<file path="config.mk">
export PLATFORM = sky130hd
export DESIGN_NAME = bin2bcd_seq
export DESIGN_NICKNAME = d
export VERILOG_FILES = /design/src/rtl/bbcd_pkg.sv /design/src/rtl/bcd_digit_adj.sv /design/src/rtl/bin2bcd_seq.sv
export SDC_FILE = /design/constraint.sdc
export NUM_CORES = 1
export LEC_CHECK = 0
export ABC_AREA = 1
export BUFFER_PORTS_ARGS = -buffer_cell sky130_fd_sc_hd__buf_4
export CORE_ASPECT_RATIO = 1.5
export CORE_MARGIN = 2
export CORE_UTILIZATION = 63
export CTS_BUF_LIST = sky130_fd_sc_hd__clkbuf_8 sky130_fd_sc_hd__clkbuf_16
export DETAILED_ROUTE_END_ITERATION = 12
export PLACE_DENSITY = 0.93
export RECOVER_POWER = 100
export SYNTH_ARGS = -nofsm -noshare
export SYNTH_HDL_FRONTEND = slang
export SYNTH_SLANG_ARGS = --single-unit
</file>
<file path="constraint.sdc">
create_clock -name CLK -period 4.45 [get_ports CLK]
set_input_delay 0.445 -clock CLK [delete_from_list [all_inputs] [get_ports CLK]]
set_output_delay 0.445 -clock CLK [all_outputs]
set_load 0.03 [all_outputs]
</file>
<file path="src/rtl/bbcd_pkg.sv">
// Shared types and helpers for the sequential binary-to-BCD converter.
package bbcd_pkg;

  typedef enum logic [1:0] {
    S_IDLE  = 2'd0,
    S_ADJ   = 2'd1,
    S_SHIFT = 2'd2,
    S_FIN   = 2'd3
  } bbcd_state_e;

  // Decimal digits of 2^width - 1: floor(width*log10(2)) + 1.
  function automatic int bbcd_min_digits(input int width);
    return (width * 32'sd30103) / 32'sd100000 + 32'sd1;
  endfunction

endpackage

</file>
<file path="src/rtl/bcd_digit_adj.sv">
// One BCD digit correction step: add 3 when the digit is 5 or more.
module bcd_digit_adj (
  input  logic [3:0] digit,
  output logic [3:0] adjusted
);

  // Combinational add-3 correction
  always_comb begin
    if (digit >= 4'd5) begin
      adjusted = digit + 4'd3;
    end else begin
      adjusted = digit;
    end
  end

endmodule

</file>
<file path="src/rtl/bin2bcd_seq.sv">
// Sequential shift-and-add-3 binary-to-BCD converter with signed mode,
// sticky overflow, BUSY and a one-cycle DONE pulse.
module bin2bcd_seq
  import bbcd_pkg::*;
#(
  parameter int WIDTH  = 16,
  parameter int DIGITS = 5
) (
  input  logic                  CLK,
  input  logic                  RST,
  input  logic                  INIT,
  input  logic                  SGN_MODE,
  input  logic [WIDTH-1:0]      BIN,
  output logic [4*DIGITS-1:0]   BCD,
  output logic                  NEG,
  output logic                  OVF,
  output logic                  BUSY,
  output logic                  DONE
);

  localparam int BW = 4 * DIGITS;
  localparam int CW = $clog2(WIDTH + 1);
  localparam logic [CW-1:0]    CNT_LOAD = CW'(WIDTH);
  localparam logic [CW-1:0]    CNT_ONE  = {{(CW-1){1'b0}}, 1'b1};
  localparam logic [WIDTH-1:0] MAG_ONE  = {{(WIDTH-1){1'b0}}, 1'b1};

  bbcd_state_e      state_r;
  logic [CW-1:0]    cnt_r;
  logic [WIDTH-1:0] mag_r;
  logic [BW-1:0]    work_r;
  logic             sign_r;
  logic             ovf_r;
  logic [BW-1:0]    bcd_r;
  logic             neg_r;
  logic             ovf_out_r;
  logic             busy_r;
  logic             done_r;

  logic [BW-1:0]    adj_s;
  logic [BW-1:0]    work_shift_s;
  logic [WIDTH-1:0] mag_shift_s;
  logic [WIDTH-1:0] mag_load_s;
  logic             ovf_shift_s;
  logic             sign_load_s;
  logic [CW-1:0]    cnt_dec_s;

  for (genvar g = 0; g < DIGITS; g++) begin : g_adj
    bcd_digit_adj u_adj (
      .digit    (work_r[4*g +: 4]),
      .adjusted (adj_s[4*g +: 4])
    );
  end

  // Operand magnitude and next shift step; -2^(WIDTH-1) negates to itself,
  // which read unsigned is exactly its magnitude.
  always_comb begin
    sign_load_s = SGN_MODE & BIN[WIDTH-1];
    if (sign_load_s) begin
      mag_load_s = ~BIN + MAG_ONE;
    end else begin
      mag_load_s = BIN;
    end
    work_shift_s = {work_r[BW-2:0], mag_r[WIDTH-1]};
    mag_shift_s  = {mag_r[WIDTH-2:0], 1'b0};
    ovf_shift_s  = ovf_r | work_r[BW-1];
    cnt_dec_s    = cnt_r - CNT_ONE;
  end

  // Control FSM and datapath; results load from the final shift values
  always_ff @(posedge CLK or posedge RST) begin
    if (RST) begin
      state_r   <= S_IDLE;
      cnt_r     <= '0;
      mag_r     <= '0;
      work_r    <= '0;
      sign_r    <= 1'b0;
      ovf_r     <= 1'b0;
      bcd_r     <= '0;
      neg_r     <= 1'b0;
      ovf_out_r <= 1'b0;
      busy_r    <= 1'b0;
      done_r    <= 1'b0;
    end else begin
      case (state_r)
        S_IDLE: begin
          done_r <= 1'b0;
          if (INIT) begin
            mag_r   <= mag_load_s;
            sign_r  <= sign_load_s;
            work_r  <= '0;
            ovf_r   <= 1'b0;
            cnt_r   <= CNT_LOAD;
            busy_r  <= 1'b1;
            state_r <= S_ADJ;
          end else begin
            busy_r  <= 1'b0;
            state_r <= S_IDLE;
          end
        end
        S_ADJ: begin
          work_r  <= adj_s;
          state_r <= S_SHIFT;
        end
        S_SHIFT: begin
          work_r <= work_shift_s;
          mag_r  <= mag_shift_s;
          ovf_r  <= ovf_shift_s;
          cnt_r  <= cnt_dec_s;
          if (cnt_dec_s == '0) begin
            bcd_r     <= work_shift_s;
            neg_r     <= sign_r;
            ovf_out_r <= ovf_shift_s;
            done_r    <= 1'b1;
            state_r   <= S_FIN;
          end else begin
            state_r <= S_ADJ;
          end
        end
        S_FIN: begin
          done_r  <= 1'b0;
          busy_r  <= 1'b0;
          state_r <= S_IDLE;
        end
        default: begin
          done_r  <= 1'b0;
          busy_r  <= 1'b0;
          state_r <= S_IDLE;
        end
      endcase
    end
  end

  assign BCD  = bcd_r;
  assign NEG  = neg_r;
  assign OVF  = ovf_out_r;
  assign BUSY = busy_r;
  assign DONE = done_r;

endmodule

</file>
== After elaboration in Yosys (flattened, before gate mapping) ==
Index checks and enable logic that the tools add are counted.

* Flip-flop bits (word level): 69
* Bits of input ports: 20
* Output and inout port bits: 24
* Logic and storage cells: 77

* Add/subtract/negate cells: 7
* $lt $le $gt $ge: 5
* Equality and inequality tests: 10
* Muxes and demuxes: 21
* Bitwise gates (word level): 3
* Reductions and logical operators: 16

{| class="wikitable"
|+ Operator list
! kind !! count
|-
| $pmux 20 s3 || 1
|-
| $mux 16 || 2
|-
| $pmux 16 s2 || 1
|-
| $add 4x2->4 const B || 5
|-
| $ge 4x3->1 const B || 5
|-
| $mux 20 || 1
|-
| $mux 4 || 5
|-
| $add 16x1->16 const B || 1
|-
| $not 16->16 || 1
|-
| $reduce_and 3->1 || 5
|-
| $ne 2x1->1 const B || 5
|-
| $pmux 5 s2 || 1
|-
| $pmux 2 s4 || 1
|-
| $reduce_and 2->1 || 4
|-
| $pmux 1 s2 || 3
|-
| $reduce_bool 2->1 || 3
|-
| $logic_not 5->1 || 1
|-
| $mux 5 || 1
|-
| $sub 5x1->5 const B || 1
|-
| $eq 2x2->1 const B || 2
|-
| $mux 1 || 4
|-
| $ne 2x2->1 const B || 2
|-
| $reduce_bool 3->1 || 1
|-
| $eq 2x1->1 const B || 1
|-
| 5 further kinds || 5
|}

== Depth between registers and ports, before layout ==
Gate-level depths: netlist of run 1.

* Depth after elaboration: 5
* Depth in mapped cells: 10
* Mapped depth without buffers: 10

== Modules after synthesis ==
From an unflattened synthesis of run 1, not the netlist that was laid out.

* Cells, all modules: 573
* Area, all modules: 4380.5 µm²

{| class="wikitable"
|+ By module, submodules not included
! module !! instances !! cells an instance !! area each (µm²) !! seq. area each (µm²)
|-
| bin2bcd_seq || 1 || 458 || 3704.8 || 1726.7
|-
| bcd_digit_adj || 5 || 23 || 135.1 || 0.0
|}

== Worst setup path before layout of run 1 ==
OpenSTA, ideal clock, no wires.

* Path type: reg2reg
* Start: register cnt_r[0]
* End: register ovf_out_r, in the netlist OVF
* Library setup time: 0.121 ns
* Arrival time: 1.432 ns
* Data required time: 4.329 ns
* Path slack: 2.896 ns
* Cell stages (with the launch flop): 10
* Buffers on the path: 1
* Period minus slack after synthesis: 1.554 ns
* Cell sequence: dfrtp_1 > inv_2 > ha_1 > xnor2_1 > nand2_1 > nor2_4 > nand2_4 > buf_8 > nand2_2 > o21ai_2

* Cells in the longest elaborated chain, start to end: 3

{| class="wikitable"
|+ Ends and longest elaborated chain
! what !! line !! RTL
|-
| start, declared || bin2bcd_seq.sv:28 || <nowiki>logic [CW-1:0] cnt_r;</nowiki>
|-
| start signal, assigned || bin2bcd_seq.sv:108 || <nowiki>cnt_r <= cnt_dec_s;</nowiki>
|-
| $sub 5x1->5 || bin2bcd_seq.sv:66 || <nowiki>cnt_dec_s = cnt_r - CNT_ONE;</nowiki>
|-
| $logic_not 5->1 || bin2bcd_seq.sv:109 || <nowiki>if (cnt_dec_s == '0) begin</nowiki>
|-
| $reduce_and 2->1 (no source line) || - ||
|-
| end signal, assigned || bin2bcd_seq.sv:112 || <nowiki>ovf_out_r <= ovf_shift_s;</nowiki>
|-
| end, declared || bin2bcd_seq.sv:35 || <nowiki>logic ovf_out_r;</nowiki>
|}

No other way between the ends.
A chain may end at the register's enable or synchronous reset.

== Worst setup path in the final report of run 1 ==
* Start: register state_r[0]
* End: register cnt_r[1]

* Cells in the longest elaborated chain, start to end: 3
* Elaborated cells between the ends (all ways): 6
* Classes of those cells: eq/ne (2); mux (1); reduce/logical (3)

{| class="wikitable"
|+ Ends and longest elaborated chain
! what !! line !! RTL
|-
| start, declared || bin2bcd_seq.sv:27 || <nowiki>bbcd_state_e state_r;</nowiki>
|-
| start signal, assigned || bin2bcd_seq.sv:72 || <nowiki>state_r <= S_IDLE;</nowiki>
|-
| start signal, assigned || bin2bcd_seq.sv:94 || <nowiki>state_r <= S_ADJ;</nowiki>
|-
| start signal, assigned || bin2bcd_seq.sv:97 || <nowiki>state_r <= S_IDLE;</nowiki>
|-
| $eq 2x2->1 / $logic_not 2->1 (equally long branches) || bin2bcd_seq.sv:84 || <nowiki>case (state_r)</nowiki>
|-
| $reduce_bool 2->1 (no source line) / $ne 2x2->1 (equally long branches) || - ||
|-
| $reduce_and 2->1 (no source line) || - ||
|}

Several ways; a longest one is shown, not always the timed one.

==> results of run 1 <==
-- through the flow --
stage	area [sq um]	power [mW]	util	std cells	setup WS, ns
final	4380	2.80	0.714	624	1.44
after global routing	4380	3.03	0.714	624	1.23
after CTS	4550	2.87	0.742	624	1.85
after detailed placement	4300	2.23	0.701	607	1.93
after global placement	4300	2.14	0.701	607	2.07
after floorplan	3980	1.91	-	504	2.27
-- cell type report --
class                   instances  area share
multi-input cells             353       0.415
clock buffers                  10      0.0315
well taps                      74      0.0212
clock inverters                 6      0.0234
repair buffers                 46      0.0575
inverters                      66      0.0566
flip-flops and latches         69       0.395
-- cells in the final DEF (no fill, tap or decap) --
cell type,instances
nor2_4,1
a22oi_1,5
inv_1,62
xor2_1,1
nand2_2,1
o21ai_0,54
clkbuf_1,25
xnor2_1,3
bufinv_16,3
nor2_2,2
a21oi_1,17
dfrtp_1,69
clkbuf_8,10
nand2_4,1
o22ai_1,23
nand4_1,1
clkbuf_2,1
or2_1,1
buf_4,18
nand3_1,20
xor2_2,1
o21ai_2,8
nor2_1,52
clkbuf_4,1
dlygate4sd3_1,1
nand3b_1,4
nand3_2,3
ha_1,17
clkinv_2,1
nand2_1,133
clkinv_1,1
inv_2,5
o21a_1,5
-- sequential cells by signal, summed over array words and instances (netlist names) --
register and flops:
state_r 2, cnt_r 5, NEG 1, BUSY 1, OVF 1, DONE 1
ovf_r 1, mag_r 16, work_r 20, BCD 20, sign_r 1
-- per-layer routing --
| metal | GRT usage | part of all wire |
|---|---|---|
| met1 | 0.312 | 0.38 |
| met2 | 0.521 | 0.53 |
| met3 | 0.0733 | 0.062 |
| met4 | 0.130 | 0.031 |
| met5 | 0 | 0 |
-- worst reg2reg max path, delay by kind of cell (launching register included) --
family	cells	cell delay, ns
buffers and inverters	4	1.64
adders and majority gates	1	0.53
and+or+nand+nor	1	0.18
AOI/OAI and AO/OA	1	0.12
DFF	1	0.41
-- power breakdown --
group,total [mW],switching [mW],leakage [nW],internal [mW]
clock network,0.623,0.241,0.129,0.383
registers,0.938,0.117,0.917,0.820
logic,1.24,0.861,1.16,0.382
total,2.80,1.22,2.20,1.59
-- kinds of logic after synthesis --
kind of cell	after synthesis	share of synthesized area
AND/OR/NAND/NOR	219	0.234
AO/OA/AOI/OAI	112	0.175
buffers and inverters	82	0.0911
flip-flops	69	0.434
adder cells (fa/ha/maj)	17	0.0534
XOR/XNOR	5	0.0129
-- worst min-delay path by stage --
stage                     cells after the start                    end  slack (ns)
after global routing                          3   mag_r[0]$_DFFE_PP0P_        0.37
after detailed placement                      2   cnt_r[3]$_DFFE_PP0P_        0.34
after CTS                                     3   mag_r[0]$_DFFE_PP0P_        0.35
after global placement                        2   cnt_r[3]$_DFFE_PP0P_        0.33
after floorplan                               2  mag_r[14]$_DFFE_PP0P_        0.45
final                                         3   mag_r[0]$_DFFE_PP0P_        0.35
==> impl_metrics.json, run 1 <==
{
  "crit_path_top_delay_cell": "clkbuf_1",
  "holdCritStartpoint": "BIN[0]",
  "reg2reg_from": "state_r[0]$_DFF_PP0_",
  "worstRegToRegCells": 7,
  "setup_tns_ns": 0,
  "syn-num-nets": 541,
  "synth_enable_flop_cells": 0,
  "cts_max_level": 3,
  "num_vias": 3496,
  "multi_input_area_sq_um": 1820,
  "num_rows": 35,
  "grt_overflow": 0,
  "synth.most_common_cell": "nand2_1",
  "cts_sinks": 69,
  "clockRootBuffer": "clkbuf_8",
  "end_kind": "flop",
  "grt_max_degree": 65,
  "cpMostUsedCell": "inv_1",
  "area_delta_synth_final_pct": 9.90,
  "reg2reg_to": "cnt_r[1]$_DFFE_PP0P_",
  "drc": 0,
  "period_share": 0.676,
  "die_h_um": 101,
  "finalMaxSlewViolations": 95,
  "cp_max_fo": 30,
  "synthesis.area_sq_um": 3980,
  "io_pins": 44,
  "ys.flop_type": "dfrtp_1",
  "first_global_vias": 3527,
  "critical_path_buf_inv_count": 4,
  "path_depth": 7,
  "drt-total-wl_mm": 8.97,
  "hold_path_class": "input port to flop",
  "finalHoldViolations": 0,
  "critical_path_class": "flop to flop",
  "via_per_inst": 5.60,
  "synth_top_area_frac": 0.434,
  "setup_viol": 0,
  "tightestPinTransition_ns": 1.55,
  "violations": "capacitance limit, slew limit",
  "timing.hold.ws_ns": 0.355,
  "num-fill-cells": 512,
  "synth_top_cell_by_area": "dfrtp_1",
  "cpPeakStageDelay_ns": 1.12,
  "ys_seq_area_frac": 0.434,
  "ys_types": 33,
  "ys_seq_elements": 69,
  "drt_pass1_iterations": 4,
  "power.density_nw_per_um2": 641,
  "required_ns": 4.66,
  "clock_latency_ns": 0.35,
  "max_slew_margin": -0.0339,
  "clock-skew-final_ns": 0.00755,
  "place.detailed.hpwl_mm": 6.18,
  "register_area_sq_um": 1730,
  "antenna_found_initial": 0,
  "cts.repair.resized": 0,
  "cts_hold_buf": 1,
  "synth-warning-count": 0,
  "drv_cap": 2,
  "drive_above_1_share": 0.102,
  "start_util": 0.649,
  "clk_pin_slew_ns": 0.07,
  "fp.coreArea_sq_um": 6130,
  "cp.arrival_ns": 3.22,
  "fin_nets": 582,
  "synth_area_leaders": "dfrtp_1 43%, nand2_1 12%, inv_1 5.6%",
  "cp-start-kind": "flop",
  "die-area_sq_um": 6980,
  "min_period_ns": 3.01,
  "grt.total_usage": 0.291,
  "cts_buffers": 9,
  "setup.worst_path.start": "state_r[0]$_DFF_PP0_",
  "postSynthAreaPerCell_sq_um": 7.90,
  "wl_per_cell_um": 14.4,
  "cp_top_family": "buffers and inverters",
  "rrSetupSlack_ns": 1.44,
  "ant_nets": 0,
  "post_cts_buffers": 0,
  "ir_worst_vdd_mv": 0.346,
  "cts_max_path_buffers": 2,
  "syn_inst": 504,
  "crit_end": "cnt_r[1]$_DFFE_PP0P_",
  "gp_congestion": 0.844,
  "cp_cell_sequence": "inv_1 -> ha_1 -> inv_1 -> clkbuf_1 -> nor2_1 -> inv_1 -> o22ai_1",
  "p_leak_nw": 2.20,
  "max_freq_ghz": 0.333,
  "rsz0062_at_grt": "false",
  "synthArstFlopShare": 1.00,
  "n_antenna_cell": 0,
  "tritoncts": "done",
  "synth_common_cells": "127 x nand2_1, 69 x dfrtp_1, 59 x inv_1",
  "drtIter0Drc": 354,
  "portBuffers": 43,
  "grt_pass1_wl_mm": 15.3,
  "status": "finished with violations",
  "die_w_um": 68.9
}
(Power assumes the default switching activity.)
==> run 2: changes to the inputs <==
--- a/config.mk
+++ b/config.mk
@@ -9,10 +9,10 @@
 export BUFFER_PORTS_ARGS = -buffer_cell sky130_fd_sc_hd__buf_4
 export CORE_ASPECT_RATIO = 1.5
 export CORE_MARGIN = 2
-export CORE_UTILIZATION = 63
+export CORE_UTILIZATION = 53
 export CTS_BUF_LIST = sky130_fd_sc_hd__clkbuf_8 sky130_fd_sc_hd__clkbuf_16
 export DETAILED_ROUTE_END_ITERATION = 12
-export PLACE_DENSITY = 0.93
+export PLACE_DENSITY = 0.84
 export RECOVER_POWER = 100
 export SYNTH_ARGS = -nofsm -noshare
 export SYNTH_HDL_FRONTEND = slang
==> constraint.sdc (replaced) <==
create_clock -name CLK -period 2.59 [get_ports CLK]
set_input_delay 0.259 -clock CLK [delete_from_list [all_inputs] [get_ports CLK]]
set_output_delay 0.259 -clock CLK [all_outputs]
set_load 0.03 [all_outputs]
==> run 2 against run 1 <==
Effect of this change:
- the run now ends clean
- critical path depth increased by 1
- clock skew increased by 0.0032 ns
- via count decreased by 0.43%
- global-route usage decreased by 5.4 points
- first-iteration DRC count decreased by 18%
- worst setup slack got worse by 1.1 ns
- final cell count increased by 4.3%
- combinational power increased by 73%
- sequential power increased by 72%
- total power increased by 61%
- wire length decreased by 3.5%
==> impl_metrics.json, run 2 (synthesized netlist as in run 1, its figures left out) <==
{
  "status": "complete, no violations",
  "finalMaxSlewViolations": 0,
  "cts_max_path_buffers": 2,
  "ir_worst_vdd_mv": 0.372,
  "setup_tns_ns": 0,
  "cts.repair.resized": 0,
  "grt.total_usage": 0.237,
  "end_kind": "flop",
  "cp.arrival_ns": 2.45,
  "clock-skew-final_ns": 0.0108,
  "reg2reg_to": "mag_r[1]$_DFFE_PP0P_",
  "required_ns": 2.80,
  "cp-start-kind": "flop",
  "tritoncts": "done",
  "worstRegToRegCells": 8,
  "combPwrFrac": 0.474,
  "gp_congestion": 0.862,
  "pwr-share-clk": 0.169,
  "reg2reg_from": "state_r[0]$_DFF_PP0_",
  "die-area_sq_um": 8240,
  "p_leak_nw": 2.18,
  "drive_above_1_share": 0.105,
  "drtIter0Drc": 291,
  "clk_pin_slew_ns": 0.07,
  "ant_nets": 0,
  "place.detailed.hpwl_mm": 6.25,
  "n_antenna_cell": 0,
  "power.density_nw_per_um2": 1040,
  "area_delta_synth_final_pct": 9.27,
  "portBuffers": 43,
  "num_rows": 38,
  "cts_buffers": 9,
  "drt-total-wl_mm": 8.65,
  "final_cell_mix": "133 x nand2_1, 69 x dfrtp_1, 61 x inv_1, 54 x o21ai_0, 52 x nor2_1",
  "fin_nets": 585,
  "io_pins": 44,
  "setup_viol": 0,
  "design_area_sq_um": 4350,
  "cts_hold_buf": 0,
  "tightestPinTransition_ns": 1.05,
  "antenna_found_initial": 0,
  "critical_path_class": "flop to flop",
  "grt_max_degree": 45,
  "max_slew_margin": 0.297,
  "cp_max_fo": 21,
  "rsz0062_at_grt": "false",
  "start_util": 0.547,
  "grt_overflow": 0,
  "p_int_mw": 2.47,
  "placed_area_sq_um": 4370,
  "die_w_um": 74.8,
  "finalHoldViolations": 0,
  "cts_max_level": 3,
  "hold_path_class": "input port to async pin",
  "drv_cap": 0,
  "drt_pass1_iterations": 5,
  "cts_sinks": 69,
  "post_cts_buffers": 0,
  "setup.worst_path.start": "state_r[0]$_DFF_PP0_",
  "die_h_um": 110,
  "wl_per_cell_um": 13.3,
  "num-fill-cells": 679,
  "seqPwrFrac": 0.356,
  "grt_pass1_wl_mm": 15.0,
  "drc": 0,
  "num_vias": 3481,
  "power_switching_mw": 2.04,
  "period_share": 0.864,
  "first_global_vias": 3452,
  "max_freq_ghz": 0.447,
  "final_common_cell": "nand2_1",
  "via_per_inst": 5.35,
  "fp.coreArea_sq_um": 7270,
  "rrSetupSlack_ns": 0.35,
  "clock_latency_ns": 0.35,
  "min_period_ns": 2.24,
  "finalPower_mw": 4.51,
  "clockRootBuffer": "clkbuf_8",
  "p_sw_frac": 0.453
}
==> run 2: power by group through the flow <==
| stage | sequential (mW) | clock (mW) | combinational (mW) |
|---|---|---|---|
| floorplan | 1.71 | 0 | 1.58 |
| global placement | 1.61 | 0 | 2.15 |
| detailed placement | 1.62 | 0 | 2.24 |
| CTS | 1.61 | 0.778 | 2.26 |
| global route | 1.65 | 0.822 | 2.42 |
| finish | 1.61 | 0.764 | 2.14 |
==> run 2: worst max-delay path by stage <==
stage	end	slack, ns	cells after the start
global route	mag_r[1]$_DFFE_PP0P_	0.13	8
global placement	BCD[7]$_DFFE_PP0P_	0.59	8
finish	mag_r[1]$_DFFE_PP0P_	0.35	8
floorplan	BCD[0]$_DFFE_PP0P_	0.59	1
CTS	BCD[13]$_DFFE_PP0P_	0.46	8
detailed placement	BCD[13]$_DFFE_PP0P_	0.49	8
==> run 2: metal layers <==
layer  GRT usage  up-vias  share of wire
li1            -     1714              -
met1       0.259     1609           0.40
met3      0.0473       31          0.054
met2       0.408      127           0.51
met5           0        -              0
met4       0.151        0          0.040
==> run 2: per-stage QoR <==
stage,utilization,std cells,worst slack [ns],hold slack [ns]
after floorplan,-,504,0.591,0.403
after global placement,0.601,637,0.587,0.368
after detailed placement,0.601,637,0.488,0.378
after CTS,0.624,651,0.462,0.00216
after global routing,0.598,651,0.134,0.202
final,0.598,651,0.351,0.175
==> run 2: cell type report <==
class                           count  area [sq um]  share of cell area
Clock inverter                      3          13.8             0.00316
Multi-Input combinational cell    353          1810               0.417
Sequential cell                    69          1730               0.397
Inverter                           66           248              0.0569
Timing Repair Buffer               49           273              0.0627
Tap cell                          100           125              0.0288
Clock buffer                       11           151              0.0348
==> run 2: worst max-delay path, cell delays in order (launching register included) <==
cell      delay, ns
dfrtp_1        0.39
inv_1          0.08
ha_1           0.21
buf_4          0.19
o21ai_0        0.51
clkbuf_2       0.45
a21oi_1        0.06
o21ai_0        0.10
o21ai_0        0.11
==> run 3: changes to the inputs <==
--- a/config.mk
+++ b/config.mk
@@ -9,10 +9,10 @@
 export BUFFER_PORTS_ARGS = -buffer_cell sky130_fd_sc_hd__buf_4
 export CORE_ASPECT_RATIO = 1.5
 export CORE_MARGIN = 2
-export CORE_UTILIZATION = 53
+export CORE_UTILIZATION = 30
 export CTS_BUF_LIST = sky130_fd_sc_hd__clkbuf_8 sky130_fd_sc_hd__clkbuf_16
 export DETAILED_ROUTE_END_ITERATION = 12
-export PLACE_DENSITY = 0.84
+export PLACE_DENSITY = 0.56
 export RECOVER_POWER = 100
 export SYNTH_ARGS = -nofsm -noshare
 export SYNTH_HDL_FRONTEND = slang
==> run 3 against run 2 <==
Effect of this change:
- the flow now finishes with violations (capacitance limit, slew limit)
- critical path type unchanged
- sequential cell count unchanged
- cell area increased by 3.9%
- critical endpoint is now work_r[15]$_DFFE_PP0P_
- total power increased by 6.6%
- combinational power decreased by 2%
- register-to-register slack improved by 0.16 ns
- worst setup slack improved by 0.16 ns
- sequential share of layout area decreased by 1.5 points
- clock power increased by 45%
- global-route usage decreased by 10 points
- fmax increased by 7.5%
==> impl_metrics.json, run 3 (synthesized netlist as in run 1, its figures left out) <==
{
  "setup_viol": 0,
  "required_ns": 2.78,
  "finalPower_mw": 4.81,
  "cts_buffers": 9,
  "drt_pass1_iterations": 4,
  "clock_latency_ns": 0.33,
  "drtIter0Drc": 134,
  "p_leak_nw": 2.23,
  "drive_above_1_share": 0.0958,
  "timing.hold.ws_ns": 0.192,
  "ant_nets": 0,
  "final_common_cell": "nand2_1",
  "num_rows": 51,
  "grt_pass1_wl_mm": 15.5,
  "power.density_nw_per_um2": 1060,
  "post_cts_buffers": 0,
  "grt_overflow": 0,
  "cts_max_path_buffers": 2,
  "wl_per_cell_um": 12.7,
  "tightestPinTransition_ns": 1.71,
  "grt.total_usage": 0.132,
  "fin_nets": 585,
  "min_period_ns": 2.08,
  "cp-start-kind": "flop",
  "period_share": 0.804,
  "placed_area_sq_um": 4450,
  "cts_sinks": 69,
  "finalMaxSlewViolations": 70,
  "cp_max_fo": 16,
  "violations": "capacitance limit, slew limit",
  "n_antenna_cell": 0,
  "clk_pin_slew_ns": 0.05,
  "die_w_um": 98.1,
  "tritoncts": "done",
  "max_slew_margin": -0.141,
  "status": "finished with violations",
  "postLayoutCoreUtil": 0.349,
  "portBuffers": 43,
  "clockRootBuffer": "clkbuf_16",
  "first_global_vias": 3385,
  "io_pins": 44,
  "area_delta_synth_final_pct": 13.6,
  "start_util": 0.307,
  "num_vias": 3348,
  "cp.arrival_ns": 2.28,
  "drt-total-wl_mm": 9.05,
  "rsz0062_at_grt": "false",
  "max_freq_ghz": 0.480,
  "gp_congestion": 0.802,
  "place.detailed.hpwl_mm": 6.49,
  "grt_max_degree": 70,
  "cts_hold_buf": 0,
  "hold_path_class": "input port to flop",
  "die_h_um": 145,
  "end_kind": "flop",
  "critical_path_class": "flop to flop",
  "cts_max_level": 3,
  "antenna_found_initial": 0,
  "finalHoldViolations": 0,
  "ir_worst_vdd_mv": 0.323,
  "clock-skew-final_ns": 0.00336,
  "setup_tns_ns": 0,
  "drc": 0,
  "cts.repair.resized": 0,
  "final_cell_mix": "133 x nand2_1, 69 x dfrtp_1, 65 x inv_1, 56 x o21ai_0, 53 x nor2_1",
  "fp.coreArea_sq_um": 13000,
  "die-area_sq_um": 14200,
  "drv_cap": 1,
  "design_area_sq_um": 4520,
  "via_per_inst": 4.70
}
[run 3: cell types whose count changed in the layout (fill, tap and decap cells not counted), sizes merged]
cell,delta
clkbuf,+1
inv,+2
buf,-1
[run 3: per-layer routing]
metal	track usage	part of all wire
met1	0.145	0.42
met2	0.236	0.51
met3	0.0337	0.050
met4	0.0583	0.020
met5	0	0
[run 3: per-stage QoR]
| step | instances | setup slack, ns |
|---|---|---|
| after floorplan | 504 | 0.591 |
| after global placement | 696 | 0.534 |
| after detailed placement | 696 | 0.455 |
| after CTS | 712 | 0.456 |
| after global routing | 712 | 0.279 |
| final | 712 | 0.507 |
[run 3: final timing paths]
kind	start	to	slack, ns	depth (start not counted)
worst max register to register	state_r[1]$_DFF_PP0_	work_r[15]$_DFFE_PP0P_	0.51	8
min in group asynchronous	RST	BCD[10]$_DFFE_PP0P_	0.54	3
worst max-delay path	state_r[1]$_DFF_PP0_	work_r[15]$_DFFE_PP0P_	0.51	8
max in group asynchronous	RST	BCD[19]$_DFFE_PP0P_	1.03	3
worst min-delay path	BIN[0]	mag_r[0]$_DFFE_PP0P_	0.19	3
worst min register to register	NEG$_DFFE_PP0P_	NEG$_DFFE_PP0P_	0.48	2
[run 3: final cells by class]
type                       instances  area, sq um
inverter                          66          248
timing repair buffer              49          269
tap                              159          199
multi-input combinational        353         1810
clock inverter                     5         20.0
clock buffer                      11          253
sequential                        69         1730
fill                            1407         8430
[run 3: worst max-delay path, cell delays in order, from the launching register on]
cell and delay [ns]:
dfrtp_1 0.39, inv_1 0.12, ha_1 0.57, o21ai_0 0.27, o21a_1 0.27, nand2_1 0.11
inv_1 0.07, nand2_1 0.06, o21ai_0 0.08
[run 3: power breakdown]
part,internal (mW),leakage (nW),switching (mW),total (mW)
Clock,0.684,0.151,0.431,1.11
Sequential,1.41,0.917,0.188,1.60
Combinational,0.668,1.17,1.43,2.09
Total,2.76,2.23,2.05,4.81
